**src/rtl/i2c_slave_rx_tx.sv**
```systemverilog
`default_nettype none
// ============================================================================
// Module   : i2c_slave_rx_tx
// Purpose  : I2C target that responds to one 7-bit address. SCL and SDA are
//            oversampled on clk, and the target detects START and STOP
//            conditions. Write bytes are delivered on rx_data/rx_valid. Read
//            bytes are requested with tx_req and taken from tx_data.
//            SDA is only ever pulled low (open drain). SCL is never driven,
//            so there is no clock stretching.
// Ports    : clk      - system clock, at least 8x the SCL frequency
//            rst_n    - asynchronous active-low reset
//            scl_in   - bus SCL level (asynchronous)
//            sda_in   - bus SDA level (asynchronous)
//            sda_oe   - 1 = pull SDA low, 0 = release
//            rx_data  - last byte written by the master
//            rx_valid - one-clk pulse when rx_data updates
//            tx_data  - byte returned on a read
//            tx_req   - one-clk pulse requesting tx_data for the next byte
//            busy     - high while this target is addressed
// Revision : 1.0 - initial release
// ============================================================================
module i2c_slave_rx_tx #(
    parameter logic [6:0] SLAVE_ADDR  = 7'h50,
    parameter int         SYNC_STAGES = 2
) (
    input  logic       clk,
    input  logic       rst_n,
    input  logic       scl_in,
    input  logic       sda_in,
    output logic       sda_oe,
    output logic [7:0] rx_data,
    output logic       rx_valid,
    input  logic [7:0] tx_data,
    output logic       tx_req,
    output logic       busy
);

    typedef enum logic [2:0] {
        S_IDLE     = 3'd0,
        S_ADDR     = 3'd1,
        S_ADDR_ACK = 3'd2,
        S_WRITE    = 3'd3,
        S_READ     = 3'd4,
        S_READ_ACK = 3'd5,
        S_IGNORE   = 3'd6
    } state_t;

    // ------------------------------------------------------------------
    // Input synchronisers plus one history flop per line. They reset to 1
    // so that a reset looks like an idle bus and creates no false edges.
    // ------------------------------------------------------------------
    logic [SYNC_STAGES-1:0] r_scl_sync;
    logic [SYNC_STAGES-1:0] r_sda_sync;
    logic                   r_scl_prev;
    logic                   r_sda_prev;

    always_ff @(posedge clk or negedge rst_n) begin
        if (!rst_n) begin
            r_scl_sync <= '1;
            r_sda_sync <= '1;
            r_scl_prev <= 1'b1;
            r_sda_prev <= 1'b1;
        end else begin
            r_scl_sync <= {r_scl_sync[SYNC_STAGES-2:0], scl_in};
            r_sda_sync <= {r_sda_sync[SYNC_STAGES-2:0], sda_in};
            r_scl_prev <= r_scl_sync[SYNC_STAGES-1];
            r_sda_prev <= r_sda_sync[SYNC_STAGES-1];
        end
    end

    logic w_scl;
    logic w_sda;
    logic w_scl_rise;
    logic w_scl_fall;
    logic w_start;
    logic w_stop;

    assign w_scl      = r_scl_sync[SYNC_STAGES-1];
    assign w_sda      = r_sda_sync[SYNC_STAGES-1];
    assign w_scl_rise =  w_scl & ~r_scl_prev;
    assign w_scl_fall = ~w_scl &  r_scl_prev;
    // SCL must be high in both samples, so an SDA edge that coincides with
    // an SCL transition is treated as a data change, not as START or STOP.
    assign w_start    = w_scl & r_scl_prev &  r_sda_prev & ~w_sda;
    assign w_stop     = w_scl & r_scl_prev & ~r_sda_prev &  w_sda;

    // ------------------------------------------------------------------
    // Protocol FSM
    // ------------------------------------------------------------------
    state_t     r_state;
    logic [2:0] r_bit_cnt;
    logic [6:0] r_shift;    // received bits so far, or remaining read bits
    logic       r_rw;
    logic       r_ack;      // ACK-slot sub-phase within the current state

    logic [7:0] w_byte_in;
    logic       w_addr_hit;

    // The full byte is complete on the 8th rising edge of SCL.
    assign w_byte_in  = {r_shift, w_sda};
    // Address 0 (general call) is never accepted.
    assign w_addr_hit = (w_byte_in[7:1] == SLAVE_ADDR) && (w_byte_in[7:1] != 7'd0);

    always_ff @(posedge clk or negedge rst_n) begin
        if (!rst_n) begin
            r_state   <= S_IDLE;
            r_bit_cnt <= 3'd0;
            r_shift   <= 7'd0;
            r_rw      <= 1'b0;
            r_ack     <= 1'b0;
            sda_oe    <= 1'b0;
            rx_data   <= 8'h00;
            rx_valid  <= 1'b0;
            tx_req    <= 1'b0;
            busy      <= 1'b0;
        end else begin
            rx_valid <= 1'b0;
            tx_req   <= 1'b0;

            if (w_start) begin
                // A repeated START leaves busy alone until the new
                // address phase resolves.
                r_state   <= S_ADDR;
                sda_oe    <= 1'b0;
                r_bit_cnt <= 3'd0;
                r_ack     <= 1'b0;
            end else if (w_stop) begin
                r_state   <= S_IDLE;
                sda_oe    <= 1'b0;
                busy      <= 1'b0;
                r_bit_cnt <= 3'd0;
                r_ack     <= 1'b0;
            end else begin
                case (r_state)
                    S_IDLE: begin
                        sda_oe <= 1'b0;
                        busy   <= 1'b0;
                    end

                    S_ADDR: begin
                        if (w_scl_rise) begin
                            r_shift   <= w_byte_in[6:0];
                            r_bit_cnt <= r_bit_cnt + 3'd1;
                            if (r_bit_cnt == 3'd7) begin
                                r_rw <= w_sda;
                                if (w_addr_hit) begin
                                    r_state <= S_ADDR_ACK;
                                    r_ack   <= 1'b0;
                                end else begin
                                    r_state <= S_IGNORE;
                                    busy    <= 1'b0;
                                end
                            end
                        end
                    end

                    S_ADDR_ACK: begin
                        if (w_scl_fall) begin
                            if (!r_ack) begin
                                // Start of the ACK clock.
                                sda_oe <= 1'b1;
                                busy   <= 1'b1;
                                tx_req <= r_rw;
                                r_ack  <= 1'b1;
                            end else if (r_rw) begin
                                r_state <= S_READ;
                                r_shift <= tx_data[6:0];
                                sda_oe  <= ~tx_data[7];
                                r_ack   <= 1'b0;
                            end else begin
                                r_state <= S_WRITE;
                                sda_oe  <= 1'b0;
                                r_ack   <= 1'b0;
                            end
                        end
                    end

                    S_WRITE: begin
                        if (!r_ack) begin
                            if (w_scl_rise) begin
                                r_shift   <= w_byte_in[6:0];
                                r_bit_cnt <= r_bit_cnt + 3'd1;
                                if (r_bit_cnt == 3'd7) begin
                                    rx_data  <= w_byte_in;
                                    rx_valid <= 1'b1;
                                    r_ack    <= 1'b1;
                                end
                            end
                        end else if (w_scl_fall) begin
                            // First fall drives the ACK. Second fall releases
                            // SDA and resumes data reception.
                            if (!sda_oe) begin
                                sda_oe <= 1'b1;
                            end else begin
                                sda_oe <= 1'b0;
                                r_ack  <= 1'b0;
                            end
                        end
                    end

                    S_READ: begin
                        if (w_scl_fall) begin
                            if (r_bit_cnt == 3'd7) begin
                                sda_oe    <= 1'b0;
                                r_bit_cnt <= 3'd0;
                                r_ack     <= 1'b0;
                                r_state   <= S_READ_ACK;
                            end else begin
                                sda_oe    <= ~r_shift[6];
                                r_shift   <= {r_shift[5:0], 1'b0};
                                r_bit_cnt <= r_bit_cnt + 3'd1;
                            end
                        end
                    end

                    S_READ_ACK: begin
                        if (!r_ack) begin
                            if (w_scl_rise) begin
                                if (!w_sda) begin
                                    tx_req <= 1'b1;
                                    r_ack  <= 1'b1;
                                end else begin
                                    r_state <= S_IGNORE;
                                    busy    <= 1'b0;
                                end
                            end
                        end else if (w_scl_fall) begin
                            r_state   <= S_READ;
                            r_shift   <= tx_data[6:0];
                            sda_oe    <= ~tx_data[7];
                            r_bit_cnt <= 3'd0;
                            r_ack     <= 1'b0;
                        end
                    end

                    S_IGNORE: begin
                        sda_oe <= 1'b0;
                        busy   <= 1'b0;
                    end

                    default: begin
                        r_state <= S_IDLE;
                        sda_oe  <= 1'b0;
                        busy    <= 1'b0;
                    end
                endcase
            end
        end
    end

endmodule
`default_nettype wire

```
**config.mk**
```make
export PLATFORM = sky130hd
export DESIGN_NAME = i2c_slave_rx_tx
export DESIGN_NICKNAME = d
export VERILOG_FILES = /design/src/rtl/i2c_slave_rx_tx.sv
export SDC_FILE = /design/constraint.sdc
export NUM_CORES = 1
export LEC_CHECK = 0
export BUFFER_PORTS_ARGS = -buffer_cell sky130_fd_sc_hd__buf_4
export CORE_AREA = 2 2 66 68
export DETAILED_ROUTE_END_ITERATION = 10
export DIE_AREA = 0 0 68 70
export PLACE_DENSITY_LB_ADDON = 0.25
export SLEW_MARGIN = 20
export SYNTH_ARGS = -nofsm -noshare
export SYNTH_HDL_FRONTEND = slang
export SYNTH_SLANG_ARGS = --single-unit
```
**constraint.sdc**
```tcl
create_clock -name clk -period 1.75 [get_ports clk]
set_input_delay 0.35 -clock clk [delete_from_list [all_inputs] [get_ports clk]]
set_output_delay 0.35 -clock clk [all_outputs]
set_load 0.02 [all_outputs]
```
==> results.cfg, run 1 <==
[yosys]
syn_area_per_cell_um2 = 10.4
syn-num-nets = 209
synth_area_leaders = dfrtp_1 33%, dfstp_2 7.8%, mux2_2 6.7%
netlist_area_um2 = 2020
synthMuxAreaShare = 0.166
yosys.area.top_type = dfrtp_1
synth_top_flop_cell = dfrtp_1
synth_top_family_by_area = compound AO/OA/AOI/OAI gates
synth_commonest_cells = 27 x dfrtp_1, 14 x nor2_1, 12 x a21oi_1, 12 x mux2_2, 10 x nand2_1
synth-warning-count = 0
async_flop_share = 1.00
synth_compound_area_frac = 0.194
synth_top_area_frac = 0.334
synth-seq-area-share = 0.412
synth_most_common_cell = dfrtp_1
synth_fa_ha_area_frac = 0.0186
synth_cell_types = 54
synth-simple-area-share = 0.163
synth-xor-area-share = 0.00433
synth_edf_count = 0
synth_seq_cells = 33
syn-instance-count = 194

[sta]
relSlewSlack = 0.728
period_minus_slack_ps = 1820
setup_tns_ps = -523
rsz0062_at_grt = yes
setup_ws_ps = -69.8
worst_pin_slew_ps = 398
slew_violations = 0
hold_viol = 17
fmax_mhz = 550
skew_ps = 4.57
timing.hold.ws_ps = -7.68
final-setup-viol-count = 9
min_period_over_period = 1.04

[pwr]
p_clk_frac = 0.167
seqPwrFrac = 0.262
swShare = 0.390
p_switching_uw = 1760
p_leak_uw = 0.00131
comb_power_share = 0.571
pwr_density_cell_nw_per_um2 = 1620
power.internal_uw = 2760
ir_drop_mv = 0.759

[clock_network]
clkLatencyLatePin_ps = 290
cts_made_buffers = 5
postCtsHoldBufs = 0
ctsHtreeMaxLevel = 2
cts-root-buf = clkbuf_8
path_clk_slew_ps = 70
clk_path_buf_depth = 2
cts_tree = built
cts_sinks = 33

[place]
portBuffers = 23
gp_congestion = 0.902
pre_cts_slack_ps = -100
dp_cells = 299
post-dp-hpwl_um = 4160

[final_layout]
antennaDiodeCount = 0
syn_to_final_growth_pct = 38.6
fillers = 314
drive_above_1_share = 0.498
instances_no_fill = 309
final_nets = 271

[floorplan]
die-width_um = 68
dieArea_um2 = 4760
io_pins = 24
die_y_um = 70
core_um2 = 4140
initial_core_util = 0.488
core.rowCount = 24

[hold_path]
hold_class = in2async

[setup_path]
worstSetupPathType = reg2reg
critPathTopFamily = flip-flops
reg2reg_slack_ps = -70
reg2reg_to = r_shift[4]
crit_buf_inv = 1
critPathSlowestCell = dfstp_2
r2r_cells = 5
crit_chain = buf_4 > nand2b_1 > o211ai_1 > nand3_4 > mux2_4
critPathCaptureType = flop
startpoint = r_scl_prev
critPathMaxStageDelay_ps = 560
cp_max_fo = 11
cp-start-kind = flop
required_ps = 1920
regToRegStartpoint = r_scl_prev
crit_arrival_ps = 1990

[global_route]
overflow = 0
grt_pass1_wl_um = 9770
grt_use_total = 0.279
grt_pass1_vias = 1935
antenna_found_initial = 0
grt_max_degree = 34

[route]
drc = 0
ant_nets = 0
drt_first_pass_iters = 6
finalWirelength_um = 5870
routed_via_density = 6.08
via_count = 1879
wl_per_cell_um = 19.0
drt-initial-drc-count = 159

[flow_run]
timing.max_cap.violations = 0

[run_status]
status = finished, violations left
violations = hold timing, setup timing
-- worst max-delay path by stage --
stage	to	cells after the start	slack, ps
floorplan	r_state[0]	5	-10
global placement	r_state[0]	7	-50
detailed placement	r_bit_cnt[0]	6	-100
CTS	r_shift[5]	5	-50
global route	r_state[0]	5	-160
finish	r_shift[4]	5	-70
-- power groups by stage --
| stage | registers (µW) | logic [µW] | clock network [µW] |
|---|---|---|---|
| finish | 1180 | 2590 | 755 |
| global route | 1210 | 2780 | 793 |
| CTS | 1170 | 2520 | 762 |
| detailed placement | 1170 | 2380 | 0 |
| global placement | 1160 | 2310 | 0 |
| floorplan | 1110 | 1550 | 0 |
-- metrics by stage --
step	cell area, µm²	utilization	total power [µW]
2_1_floorplan	2050	-	2670
3_5_place_dp	2550	0.615	3560
4_1_cts	2750	0.664	4450
6_report	2800	0.676	4520
5_1_grt	2800	0.676	4790
3_3_place_gp	2550	0.615	3470
-- flip-flops by register name, indices dropped and copies added (netlist names) --
name / cells
rx_valid: 1
r_shift: 7
r_ack: 1
r_scl_prev: 1
rx_data: 8
tx_req: 1
r_bit_cnt: 3
r_scl_sync: 2
r_rw: 1
busy: 1
r_sda_sync: 2
r_sda_prev: 1
r_state: 3
sda_oe: 1
-- area by class of cell --
type                    count  area, µm²  area share
clock buffers               7       86.3      0.0308
repair buffers             67        523       0.187
flip-flops and latches     33        836       0.298
well taps                  52       65.1      0.0232
clock inverters             1       30.0      0.0107
multi-input cells         144       1240       0.444
inverters                   5       18.8     0.00670
-- metal layers --
| layer | up-vias | global-route usage | share of wire |
|---|---|---|---|
| li1 | 848 | - | - |
| met1 | 917 | 0.348 | 0.39 |
| met2 | 89 | 0.441 | 0.51 |
| met3 | 25 | 0.0773 | 0.071 |
| met4 | 0 | 0.127 | 0.032 |
| met5 | - | 0 | 0 |
-- repair_timing --
item / CTS / global route
endpoints found under the setup margin: 14 / 23
setup buffers: 2 / 0
pin swaps: 2 / 4
resized for setup: 17 / 11
-- layout by cell type, fill, tap and decap left out, drive strengths merged, types with 4 or more instances in the layout --
cell type / count
nand2: 10
a21oi: 12
o211ai: 4
inv: 5
mux2: 23
nand2b: 8
mux2i: 5
o21ai: 12
dfstp: 6
dfrtp: 27
nand3: 8
buf: 67
nor2: 15
nor2b: 4
clkbuf: 7
-- logic make-up (layout without fill, tap and decap cells) --
kind of cell               Yosys count  in the layout
AOI/OAI and AO/OA                   55             55
xor gates and xnor gates             1              1
adders and majority gates            3              3
buffers and inverters               17             80
DFF                                 33             33
muxes                               28             28
and+or+nand+nor                     57             57
No activity file was read; power rests on OpenSTA's default activity.
==> run 2: changes to the inputs <==
RECOVER_POWER = 25   (was unset)
==> results.cfg, run 2 (synthesized netlist as in run 1, its figures left out) <==
[run_status]
status = finished, violations left
violations = setup timing

[floorplan]
die_y_um = 70
initial_core_util = 0.488
core_um2 = 4140
die-width_um = 68
core.rowCount = 24
io_pins = 24
dieArea_um2 = 4760

[place]
place_area_um2 = 2550
gp_congestion = 0.902
post-dp-hpwl_um = 4160
portBuffers = 23

[clock_network]
cts_tree = built
cts_sinks = 33
cts_made_buffers = 5
cts-root-buf = clkbuf_8
clk_path_buf_depth = 2
path_clk_slew_ps = 70
ctsHtreeMaxLevel = 2
clkLatencyLatePin_ps = 290

[pwr]
swShare = 0.391
ir_drop_mv = 0.758
seqPwrFrac = 0.261
p_leak_uw = 0.00131
p_switching_uw = 1770
power.internal_uw = 2760
pwr_density_cell_nw_per_um2 = 1620
p_clk_frac = 0.167
comb_power_share = 0.572
power_uw = 4530

[sta]
timing.hold.ws_ps = 142
final-setup-viol-count = 11
fmax_mhz = 550
setup_tns_ps = -516
hold_viol = 0
rsz0062_at_grt = yes
relSlewSlack = 0.451
period_minus_slack_ps = 1820
setup_ws_ps = -68.1
min_period_over_period = 1.04
slew_violations = 0
worst_pin_slew_ps = 824
skew_ps = 5.10

[final_layout]
antennaDiodeCount = 0
final_util = 0.675
drive_above_1_share = 0.498
final_cell_mix = 62 x buf_4, 25 x dfrtp_1, 15 x mux2_4
final_nets = 271
reg_top3 = rx_data: 8 flops, r_shift: 7 flops
regMostFlops = rx_data
design_area_um2 = 2800
largest_reg_flops = 8
syn_to_final_growth_pct = 38.5
final_common_cell = buf_4

[setup_path]
worstSetupPathType = reg2reg
cp_max_fo = 7
r2r_cells = 5
regToRegStartpoint = r_scl_sync[1]
critPathSlowestCell = dfstp_2
required_ps = 1920
reg2reg_to = r_shift[4]
crit_chain = and2b_2 > o21ai_2 > a221oi_4 > nand3_4 > mux2_4
critPathCaptureType = flop
critPathMaxStageDelay_ps = 570
reg2reg_slack_ps = -70
crit_arrival_ps = 1990
cp-start-kind = flop

[route]
via_count = 1876
ant_nets = 0
routed_via_density = 6.07
drc = 0
wl_per_cell_um = 19.0
finalWirelength_um = 5860
drt-initial-drc-count = 159
drt_first_pass_iters = 5

[global_route]
grt_pass1_vias = 1935
grt_max_degree = 34
overflow = 0
grt_pass1_wl_um = 9770
antenna_found_initial = 0
grt_use_total = 0.279

[hold_path]
hold_class = in2async

[flow_run]
timing.max_cap.violations = 0
==> run 2: worst max-delay path by stage <==
stage,cells after the start,slack [ps],endpoint,start
2_1_floorplan,5,-10,r_state[0],r_scl_sync[1]
3_3_place_gp,7,-50,r_state[0],r_bit_cnt[1]
3_5_place_dp,6,-100,r_bit_cnt[0],r_scl_sync[1]
4_1_cts,5,-50,r_shift[5],r_scl_sync[1]
5_1_grt,5,-160,r_state[0],r_scl_sync[1]
6_report,5,-70,r_shift[4],r_scl_sync[1]
==> run 2: timing repair <==
action                     CTS  global route
resized for setup           17            11
hold buffers                 0             0
pin swaps                    2             4
setup endpoints to repair   14            23
setup buffers                2             0
==> run 2: power by group through the flow <==
stage          clock (µW)  sequential, µW  combinational [µW]
5_1_grt               793            1210                2780
3_5_place_dp            0            1170                2380
4_1_cts               762            1170                2520
3_3_place_gp            0            1160                2310
6_report              756            1180                2590
2_1_floorplan           0            1110                1550
==> run 2: area by class of cell <==
cell class	count	area [µm²]
inverter	5	18.8
clock buffer	7	86.3
multi-input combinational	144	1240
clock inverter	1	30.0
sequential	33	836
timing repair buffer	67	520
tap	52	65.1
fill	313	1350
==> run 2: worst max-delay path: cells and delay by family, from the launching register on <==
kind / cells / cell delay (ps)
AO/OA/AOI/OAI: 2 / 380
flip-flops: 1 / 570
multiplexers: 1 / 340
AND/OR/NAND/NOR: 2 / 400
==> run 2: routing by layer <==
layer,routed length (µm),vias up,share of wire,track usage
met1,2300,930,0.39,0.348
li1,-,847,-,-
met3,393,17,0.067,0.0773
met4,146,0,0.025,0.127
met5,0,-,0,0
met2,3020,82,0.52,0.441
==> run 2: stage by stage <==
step / setup WS (ps) / std cells
after floorplan: -11.6 / 194
after global placement: -49.4 / 299
after detailed placement: -100 / 299
after CTS: -48.5 / 309
after global routing: -157 / 309
final: -68.1 / 309
==> run 3: changes to the inputs <==
ABC_AREA = 1   (was unset)
CORE_AREA = 2 2 65 67   (was 2 2 66 68)
DIE_AREA = 0 0 67 69   (was 0 0 68 70)
GPL_TIMING_DRIVEN = 0   (was unset)
SKIP_CTS_REPAIR_TIMING = 1   (was unset)
==> results.cfg, run 3 <==
[run_status]
status = finished, violations left
violations = setup timing

[sta]
skew_ps = 9.87
period_minus_slack_ps = 1770
fmax_mhz = 564
relSlewSlack = 0.469
worst_pin_slew_ps = 796
setup_tns_ps = -50.5
min_period_over_period = 1.01
rsz0062_at_grt = yes
timing.hold.ws_ps = 130
hold_viol = 0
setup_ws_ps = -22.5
slew_violations = 0
final-setup-viol-count = 3

[setup_path]
crit_arrival_ps = 1990
cp_max_fo = 9
reg2reg_slack_ps = -20
regToRegStartpoint = r_scl_sync[1]
reg2reg_to = r_bit_cnt[2]
crit_chain = nand2_2 > o21ai_0 > o21ai_0 > o21ai_2 > nor2_1 > a21oi_1
critPathMaxStageDelay_ps = 630
required_ps = 1970
crit_buf_inv = 0
r2r_cells = 6
path_common_cell = o21ai_0
critPathTopFamily = compound AO/OA/AOI/OAI gates
critPathSlowestCell = dfstp_2
critPathCaptureType = flop
worstSetupPathType = reg2reg
cp-start-kind = flop

[final_layout]
antennaDiodeCount = 0
syn_to_final_growth_pct = 29.8
largest_reg_flops = 8
final_common_cell = nand2_1
reg_top3 = rx_data: 8 flops, r_shift: 7 flops
fillers = 357
regMostFlops = rx_data
final_nets = 330
final_cell_mix = 70 x nand2_1, 38 x buf_4, 27 x o21ai_0
drive_above_1_share = 0.310

[floorplan]
io_pins = 24
die-width_um = 67
core_um2 = 3910
dieArea_um2 = 4620
die_y_um = 69
core.rowCount = 23
initial_core_util = 0.511

[place]
portBuffers = 23
post-dp-hpwl_um = 3710
gp_congestion = 0.974

[clock_network]
path_clk_slew_ps = 70
cts_sinks = 33
cts_made_buffers = 5
clk_path_buf_depth = 2
cts_tree = built
clkLatencyLatePin_ps = 300
cts-root-buf = clkbuf_8
ctsHtreeMaxLevel = 2

[yosys]
syn-instance-count = 268
synth_edf_count = 0
synth_most_common_cell = nand2_1
synth-seq-area-share = 0.417
synth_commonest_cells = 78 x nand2_1, 29 x o21ai_0, 27 x dfrtp_1, 27 x nor2_1, 22 x inv_1
synth_seq_cells = 33
syn_area_per_cell_um2 = 7.46
synth_top_flop_cell = dfrtp_1
syn-num-nets = 283
async_flop_share = 1.00
synth-warning-count = 0
yosys.area.top_type = dfrtp_1
synth_area_leaders = dfrtp_1 34%, nand2_1 15%, dfstp_2 7.9%
netlist_area_um2 = 2000
synth_cell_types = 29
synth_top_area_frac = 0.338

[global_route]
grt_use_total = 0.239
use_met1 = 0.350
grt_pass1_vias = 1746
overflow = 0
antenna_found_initial = 0
grt_max_degree = 34
use_met3 = 0.0506
grt_pass1_wl_um = 8380
grt-busiest-layer = met1
met2_usage = 0.342

[route]
wl_per_cell_um = 15.3
via_count = 2120
drc = 0
drt-initial-drc-count = 263
drt_first_pass_iters = 5
finalWirelength_um = 5590
ant_nets = 0
routed_via_density = 5.79

[hold_path]
hold_class = in2async

[pwr]
ir_drop_mv = 0.612
pwr_density_cell_nw_per_um2 = 1090
p_leak_uw = 0.00128
power_uw = 2820

[flow_run]
timing.max_cap.violations = 0
[run 3: cell count changes after synthesis, moves of 5 or more]
cell / previous run / this run
nand2_1: 10 / 78
o21ai_0: 9 / 29
inv_1: 5 / 22
nand4_1: 1 / 16
nand3_1: 7 / 20
nor2_1: 14 / 27
mux2_2: 12 / 0
nand2b_1: 8 / 0
mux2_4: 7 / 0
buf_2: 7 / 1
mux2i_1: 5 / 0
[run 3: cell type report]
| type | count | area (µm²) | area share |
|---|---|---|---|
| Sequential cell | 33 | 836 | 0.322 |
| Inverter | 25 | 96.3 | 0.0371 |
| Buffer | 4 | 28.8 | 0.0111 |
| Clock inverter | 2 | 35.0 | 0.0135 |
| Multi-Input combinational cell | 206 | 1160 | 0.449 |
| Timing Repair Buffer | 40 | 298 | 0.115 |
| Tap cell | 50 | 62.6 | 0.0241 |
| Clock buffer | 6 | 72.6 | 0.0280 |
[run 3: worst max-delay path by stage]
stage                             start           end  cells after the start  slack (ps)
after floorplan            r_bit_cnt[0]    r_shift[0]                      8         170
after global placement       r_state[2]    r_shift[0]                      8         -90
after detailed placement     r_state[2]    r_shift[6]                      8        -110
after CTS                    r_state[2]    r_shift[1]                      8        -120
after global routing      r_scl_sync[1]  r_bit_cnt[0]                      6         -90
final                     r_scl_sync[1]  r_bit_cnt[2]                      6         -20
[run 3: kinds of logic after synthesis]
group / Yosys count / share of synthesized area
AND/OR/NAND/NOR: 157 / 0.379
buffers and inverters: 29 / 0.0607
AO/OA/AOI/OAI: 46 / 0.125
adder cells (fa/ha/maj): 3 / 0.0188
flip-flops: 33 / 0.417
[run 3: power by group]
part | switching, µW | internal [µW] | total [µW] | leakage (µW)
Sequential | 137 | 916 | 1050 | 0.000408
Clock | 297 | 422 | 719 | 0.0000552
Combinational | 649 | 397 | 1050 | 0.000817
Total | 1080 | 1740 | 2820 | 0.00128
[run 3: routing by layer]
metal	vias up	share of wire
met5	-	0
met4	0	0.041
met3	39	0.092
met2	119	0.45
met1	962	0.42
li1	1000	-
[run 3: stage by stage]
step                utilization  std cells  worst slack, ps  area (µm²)
floorplan                     -        268              174        2000
detailed placement        0.571        341             -112        2230
CTS                       0.598        349             -117        2340
global placement          0.571        341            -94.0        2230
finish                    0.663        366            -22.5        2590
global route              0.663        366            -85.5        2590
[run 3: worst reg2reg max path, cell delays in order, from the launching register on]
cell and delay, ps:
dfstp_2 630, nand2_2 160, o21ai_0 270, o21ai_0 190
o21ai_2 280, nor2_1 70, a21oi_1 110
